## src/rtl/hash_data_ctrl.sv

```systemverilog
// Hash-data sequencer: walks addresses 0..n-1 and packs one 13-bit word per address.
// Optional HASH_CTRL_ABORT_EN adds an i_abort input that returns any active run to IDLE.
module hash_data_ctrl #(
    parameter int MAX_WORDS = 757,
    parameter int MEM_LAT   = 1
) (
    input  logic        i_clk,
    input  logic        i_rst_n,
    input  logic        i_start,
    input  logic [10:0] i_degp,
`ifdef HASH_CTRL_ABORT_EN
    input  logic        i_abort,
`endif
    output logic        o_R1,
    output logic        o_R2,
    output logic        o_R3,
    output logic        o_R4,
    output logic        o_R5,
    output logic        o_busy,
    output logic        o_done
);
    localparam int              WW        = (MEM_LAT > 1) ? $clog2(MEM_LAT + 1) : 1;
    localparam logic [WW-1:0]   WAIT_LAST = WW'(MEM_LAT - 1);
    localparam logic [10:0]     MAX_N     = 11'(MAX_WORDS);

    typedef enum logic [2:0] {
        S_IDLE, S_ISSUE, S_WAIT, S_CAPTURE, S_DONE
    } state_t;

    state_t        r_state, w_next;
    logic [10:0]   r_n, r_cnt;
    logic [WW-1:0] r_wait;
    logic          r_first;
    logic [10:0]   w_n_in;
    logic          w_abort;
    logic          w_accept;

`ifdef HASH_CTRL_ABORT_EN
    assign w_abort = i_abort;
`else
    assign w_abort = 1'b0;
`endif

    assign w_n_in   = (i_degp > MAX_N) ? MAX_N : i_degp;
    // An abort arriving together with start in IDLE suppresses the start.
    assign w_accept = (r_state == S_IDLE) && i_start && !w_abort;

    always_ff @(posedge i_clk) begin
        if (!i_rst_n) begin
            r_state <= S_IDLE;
            r_n     <= '0;
            r_cnt   <= '0;
            r_wait  <= '0;
            r_first <= 1'b0;
        end else begin
            r_state <= w_next;
            case (r_state)
                S_IDLE: begin
                    if (w_accept) begin
                        r_n     <= w_n_in;
                        r_cnt   <= '0;
                        r_first <= 1'b1;
                    end
                end
                S_ISSUE: r_wait <= '0;
                S_WAIT: begin
                    if (r_wait != WAIT_LAST)
                        r_wait <= r_wait + WW'(1);
                end
                S_CAPTURE: begin
                    if (!w_abort) begin
                        r_cnt   <= r_cnt + 11'd1;
                        r_first <= 1'b0;
                    end
                end
                default: ;
            endcase
        end
    end

    always_comb begin
        w_next = r_state;
        case (r_state)
            S_IDLE:    if (w_accept) w_next = (w_n_in == 11'd0) ? S_DONE : S_ISSUE;
            S_ISSUE:   w_next = S_WAIT;
            S_WAIT:    if (r_wait == WAIT_LAST) w_next = S_CAPTURE;
            S_CAPTURE: w_next = (r_cnt + 11'd1 == r_n) ? S_DONE : S_ISSUE;
            S_DONE:    w_next = S_IDLE;
            default:   w_next = S_IDLE;
        endcase
        if (w_abort && r_state != S_IDLE)
            w_next = S_IDLE;
    end

    always_comb begin
        o_R1   = 1'b0;
        o_R2   = 1'b0;
        o_R3   = 1'b1;
        o_R4   = 1'b0;
        o_R5   = 1'b1;
        o_busy = 1'b1;
        o_done = 1'b0;
        case (r_state)
            S_IDLE:  o_busy = 1'b0;
            S_ISSUE: begin
                o_R2 = 1'b1;
                o_R3 = 1'b0;
            end
            S_WAIT:  o_R1 = 1'b1;
            S_CAPTURE: begin
                // An aborted capture must leave hash_data untouched.
                o_R1 = 1'b1;
                o_R4 = ~r_first;
                o_R5 = w_abort;
            end
            S_DONE: begin
                o_R1   = 1'b1;
                o_done = 1'b1;
            end
            default: ;
        endcase
    end
endmodule

```

## config.mk

```make
export PLATFORM = sky130hd
export DESIGN_NAME = hash_data_ctrl
export DESIGN_NICKNAME = d
export VERILOG_FILES = /design/src/rtl/hash_data_ctrl.sv
export SDC_FILE = /design/constraint.sdc
export NUM_CORES = 1
export LEC_CHECK = 0
export BUFFER_PORTS_ARGS = -buffer_cell sky130_fd_sc_hd__buf_4
export CAP_MARGIN = 40
export CORE_ASPECT_RATIO = 1.75
export CORE_MARGIN = 2
export CORE_UTILIZATION = 50
export DETAILED_ROUTE_END_ITERATION = 12
export PLACE_DENSITY_LB_ADDON = 0.15
export REMOVE_ABC_BUFFERS = 1
export SKIP_CTS_REPAIR_TIMING = 1
export SYNTH_ARGS = -nofsm -noshare
export SYNTH_HDL_FRONTEND = slang
export SYNTH_SLANG_ARGS = --single-unit
```

## constraint.sdc

```tcl
create_clock -name i_clk -period 2.38 [get_ports i_clk]
set_input_delay 0.119 -clock i_clk [delete_from_list [all_inputs] [get_ports i_clk]]
set_output_delay 0.119 -clock i_clk [all_outputs]
set_load 0.05 [all_outputs]
```

==> results of run 1 <==
-- layout make-up --
cell class              count  area [µm²]  area share [%]
multi-input cells         140       913.4           52.94
flip-flops and latches     26       523.0           30.31
repair buffers             24       180.2           10.44
clock buffers               4       55.05           3.191
well taps                  28       35.03           2.030
inverters                   5       18.77           1.088
-- final timing paths --
path | from | to | slack, ns | cells past startpoint
worst max-delay path | r_cnt[3] | r_state[2] | 0.15 | 6
worst min-delay path | i_degp[0] | r_n[0] | 0.12 | 2
worst max register to register | r_cnt[3] | r_state[2] | 0.15 | 6
worst min register to register | r_n[10] | r_n[10] | 0.51 | 1
-- power groups by stage --
stage               clock, µW  combinational [µW]  sequential [µW]
finish                    289                 306              497
global route              312                 332              504
CTS                       292                 307              497
detailed placement          0                 305              507
global placement            0                 303              505
floorplan                   0                 212              499
-- state kept, by name (all words and copies together), names as in the netlist --
name     count
r_n         11
r_first      1
r_cnt       11
r_state      3
-- worst max-delay path: cells and delay by family, from the launching register on --
family,cells,cell delay (ns)
flops,1,0.50
simple gates,4,1.37
xor+xnor,1,0.16
compound gates,1,0.14
-- per-layer routing --
layer,track usage [%],up-vias
met5,0,-
met2,38.43,31
met4,11.76,0
li1,-,691
met3,4.265,11
met1,25.48,663
-- metrics by stage --
step | utilization [%] | area (µm²)
final | 60.27 | 1725
after CTS | 59.70 | 1709
after detailed placement | 57.78 | 1654
after global routing | 60.27 | 1725
after global placement | 57.78 | 1654
after floorplan | - | 1446
-- cells by family (layout without fill, tap and decap cells) --
kind of cell,count (synthesis),count (layout),share of synthesized area (%)
buf+inv,14,33,3.956
flops,26,26,35.02
xor+xnor,14,14,8.249
fa+ha+maj,1,1,0.8416
simple gates,78,78,30.22
compound gates,47,47,21.72
-- placed cells by master (no fill, tap or decap), drive strengths merged --
master and instances:
nor2 8, and4 1, o221a 6, or3 1, nand4 3, clkbuf 4, inv 4, nand3 5
a21boi 2, a22oi 4, xor2 6, ha 1, nor3 7, buf 24, o21a 1, a31oi 3
o311ai 1, and2 4, a21o 1, o2111ai 1, or4b 1, dfxtp 26, nor4 7, a211o 2
clkinv 1, nor3b 2, and3 6, nor2b 13, xnor2 8, a21oi 11, nand2 19, o21bai 2
a41oi 1, nand4b 1, a211oi 1, o21ai 11
==> impl_metrics.py, run 1 <==
metrics = {
    "yosys": {
        "synth.most_common_cell": "dfxtp_1",
        "syn_area_mm2": 0.001486,
        "synth-seq-cells": 26,
        "yosys-top-cells-count": "dfxtp_1 (26), nand2_1 (18), nor2b_1 (13)",
        "synth_flop_cell": "dfxtp_1",
        "synth_top_area_share_pct": 35.02,
        "syn-mean-instance-area_um2": 8.258,
        "synth_top_area_cell": "dfxtp_1",
        "ys_async_sr_fraction_pct": 0,
        "syn_inst": 180,
        "synth-edff-count": 0,
        "ys_seq_area_share_pct": 35.02,
        "yosys.cell_types.count": 42,
        "synth_area_leaders": "dfxtp_1 (35%), nor2b_1 (5.5%), xnor2_1 (4.7%), nand2_1 (4.5%), o221a_2 (4.5%)",
        "synth_warnings": 0,
    },
    "sta": {
        "fin_setup_tns_ns": 0,
        "rsz0062_at_grt": "no",
        "hold_slack_ns": 0.1154,
        "finalCritPeriodShare_pct": 93.88,
        "clock_skew_ns": 0.002290,
        "finalHoldViolations": 0,
        "fin_crit_ns": 2.234,
        "relSlewSlack_pct": 65.21,
        "layout_setup_ws_ns": 0.1456,
        "fmax_mhz": 447.5,
        "tightestPinTransition_ns": 0.5170,
        "maxSlewViolCount": 0,
        "setup_viol": 0,
    },
    "run_status": {
        "status": "complete, no violations",
    },
    "die": {
        "num_rows": 26,
        "core_area_mm2": 0.002863,
        "boundaryPins": 21,
        "start_util_pct": 51.92,
        "die-height_um": 76.13,
        "dieArea_mm2": 0.003442,
        "die_w_um": 45.22,
    },
    "power_and_ir_drop": {
        "p_leak_uw": 0.0006794,
        "p_per_area_mw_per_mm2": 633.0,
        "pwr-share-seq_pct": 45.5,
        "p_int_uw": 732.4,
        "p_sw_uw": 359.7,
        "ir_drop_mv": 0.5380,
        "p_clk_share_pct": 26.4,
        "power_uw": 1092,
        "combPwrFrac_pct": 28.0,
        "swShare_pct": 32.94,
    },
    "global_routing": {
        "grt_usage_pct": 22.76,
        "grt_max_degree": 25,
        "grt-ovfl-total": 0,
        "antenna_found_initial": 0,
        "grt_pass1_wl_mm": 6.030,
        "first_global_vias": 1378,
    },
    "worst_setup_path": {
        "cp.arrival_ns": 2.45,
        "cp-end-kind": "flop",
        "startpoint_type": "flop",
        "crit_chain": "and4_2, nand4_1, xnor2_1, nor4_2, or4b_1, a21oi_1",
        "critPathKind": "flop to flop",
        "required_ns": 2.59,
        "cp_max_fo": 8,
        "critPathSlowestCell": "dfxtp_1",
        "max_stage_delay_ns": 0.50,
    },
    "cells_and_area": {
        "drive_above_1_share_pct": 22.61,
        "instances_no_fill": 227,
        "n_fill_cell": 266,
        "area_delta_synth_final_pct": 16.08,
        "n_antenna_cell": 0,
        "nNetsFinal": 215,
    },
    "detailed_routing": {
        "postRouteAntennaNets": 0,
        "dr.pass1.iters": 4,
        "num_vias": 1396,
        "wl_met3_um": 119,
        "top_layer": "met4",
        "routed-wl-met2_mm": 1.847,
        "wl_per_cell_um": 15.44,
        "wl_met1_mm": 1.416,
        "drcViolationCount": 0,
        "drt_iter0_drc": 25,
        "routed_via_density": 6.150,
        "routed_wl_mm": 3.504,
    },
    "cts": {
        "cts_root_buffer": "clkbuf_8",
        "clock_latency_ns": 0.27,
        "clkSinkCount": 26,
        "htreeDepth": 1,
        "cts_tree": "yes",
        "cts_buffer_depth": 2,
        "cts_made_buffers": 3,
        "clk_pin_slew_ns": 0.09,
    },
    "place": {
        "hpwl_mm": 2.640,
        "port_buffers": 20,
        "place_congestion": 0.9293,
        "post-place-ws_ns": 0.1024,
        "placedCellCount": 222,
    },
    "hold_path": {
        "hp-class": "input port to flop",
    },
    "flow_run": {
        "drv_cap": 0,
    },
}
Power figures use the tool's default switching activity.
==> inputs of run 2 (changes only) <==
- SLEW_MARGIN: unset -> 20
- clock period: 2.38 -> 1.8 ns (I/O delays scaled with it)
==> impl_metrics.py, run 2 (same netlist as run 1, synthesis figures left out) <==
metrics = {
    "run_status": {
        "status": "finished with violations",
        "violations": "setup timing",
    },
    "worst_setup_path": {
        "crit_chain": "ha_4, nand3_4, buf_6, nor3b_4, o2111ai_2, nor4_2, or4b_4, a21oi_2",
        "startpoint_type": "flop",
        "cp-end-kind": "flop",
        "required_ns": 2.02,
        "rr_worst_depth": 8,
        "worstReg2RegStart": "r_cnt[1]",
        "max_stage_delay_ns": 0.51,
        "critPathSlowestCell": "or4b_4",
        "cp-startpoint": "r_cnt[1]",
        "cp.arrival_ns": 2.31,
        "cp_max_fo": 4,
        "critPathKind": "flop to flop",
    },
    "cts": {
        "clkSinkCount": 26,
        "cts_buffer_depth": 2,
        "clk_pin_slew_ns": 0.09,
        "htreeDepth": 1,
        "cts_made_buffers": 3,
        "clock_latency_ns": 0.27,
        "cts_tree": "yes",
        "cts_root_buffer": "clkbuf_8",
    },
    "die": {
        "start_util_pct": 51.92,
        "core_area_mm2": 0.002863,
        "num_rows": 26,
        "die-height_um": 76.13,
        "dieArea_mm2": 0.003442,
        "die_w_um": 45.22,
        "boundaryPins": 21,
    },
    "hold_path": {
        "hold_path_depth": 2,
        "hp-class": "input port to flop",
        "holdCritStartpoint": "i_degp[2]",
    },
    "global_routing": {
        "first_global_vias": 1537,
        "grt_pass1_wl_mm": 6.665,
        "grt-ovfl-total": 0,
        "grt_max_degree": 25,
        "antenna_found_initial": 0,
        "grt_usage_pct": 25.50,
    },
    "detailed_routing": {
        "dr.pass1.iters": 4,
        "num_vias": 1548,
        "drt_iter0_drc": 26,
        "routed_wl_mm": 4.195,
        "routed_via_density": 6.071,
        "wl_per_cell_um": 16.45,
        "drcViolationCount": 0,
        "postRouteAntennaNets": 0,
    },
    "place": {
        "hpwl_mm": 3.041,
        "place_congestion": 0.8573,
        "placedCellCount": 249,
        "port_buffers": 20,
    },
    "sta": {
        "maxSlewViolCount": 0,
        "rsz0062_at_grt": "yes",
        "fin_setup_tns_ns": -0.2923,
        "fin_crit_ns": 2.091,
        "tightestPinTransition_ns": 0.5106,
        "layout_setup_ws_ns": -0.2913,
        "finalHoldViolations": 0,
        "finalCritPeriodShare_pct": 116.2,
        "setup_viol": 2,
        "relSlewSlack_pct": 65.65,
        "fmax_mhz": 478.2,
        "clock_skew_ns": 0.002864,
    },
    "power_and_ir_drop": {
        "ir_drop_mv": 0.6024,
        "p_per_area_mw_per_mm2": 753.0,
        "p_leak_uw": 0.0008466,
        "power_uw": 1542,
    },
    "cells_and_area": {
        "nNetsFinal": 243,
        "drive_above_1_share_pct": 40.09,
        "layout_commonest_cell": "buf_4",
        "finish.utilization_pct": 71.55,
        "n_fill_cell": 238,
        "top_regs": "r_cnt: 11 flops, r_n: 11 flops, r_state: 3 flops",
        "n_antenna_cell": 0,
        "area_delta_synth_final_pct": 37.79,
        "instances_no_fill": 255,
        "final_cell_mix": "buf_4 (51), dfxtp_1 (20), nand2_1 (17), nor2b_1 (13), o21ai_0 (10)",
    },
    "flow_run": {
        "drv_cap": 0,
    },
}
run 2: changes by cell type in the layout (fill, tap and decap cells not counted), moves of 2 or more:
cell	delta
buf_4	+27
dfxtp_1	-4
a21oi_1	-3
a21oi_2	+3
dfxtp_2	+3
a31oi_1	-2
a31oi_2	+2
nor3_1	-2
run 2: metrics by stage:
step	area, µm²	hold slack [ns]	setup slack, ns
6_report	2048	0.09509	-0.2913
3_5_place_dp	1857	0.3783	-0.2987
2_1_floorplan	1446	0.2117	-0.4673
5_1_grt	2048	0.09154	-0.3655
3_3_place_gp	1857	0.3670	-0.2348
4_1_cts	1912	0.09120	-0.3238
run 2: report_power, final:
group	switching, µW	internal [µW]	leakage, µW
logic	290	217	0.000603
clock network	184	196	0.0000288
registers	39.0	616	0.000215
total	513	1030	0.000847
run 2: worst paths after layout:
kind	slack, ns	to
max reg2reg	-0.29	r_state[2]
min reg2reg	0.50	r_n[10]
max	-0.29	r_state[2]
min	0.1	r_n[2]
run 2: per-layer routing:
layer  routed length (µm)  GRT usage [%]
met1                 1600          26.22
met2                 2289          46.00
met3                  125          3.318
met4                  179          13.53
met5                    0              0
run 2: final cells by class:
class / instances / area, µm² / share of cell area [%]
multi-input combinational: 140 / 1015 / 49.54
sequential: 26 / 530.5 / 25.90
timing repair buffer: 52 / 394.1 / 19.24
clock buffer: 4 / 55.05 / 2.688
tap: 28 / 35.03 / 1.710
inverter: 5 / 18.77 / 0.9163
run 2: worst max-delay path, delay by kind of cell, from the launching register on:
kind            cells  cell delay (ns)
buf+inv             1             0.14
simple gates        4             1.09
fa+ha+maj           1             0.15
compound gates      2             0.28
flops               1             0.38
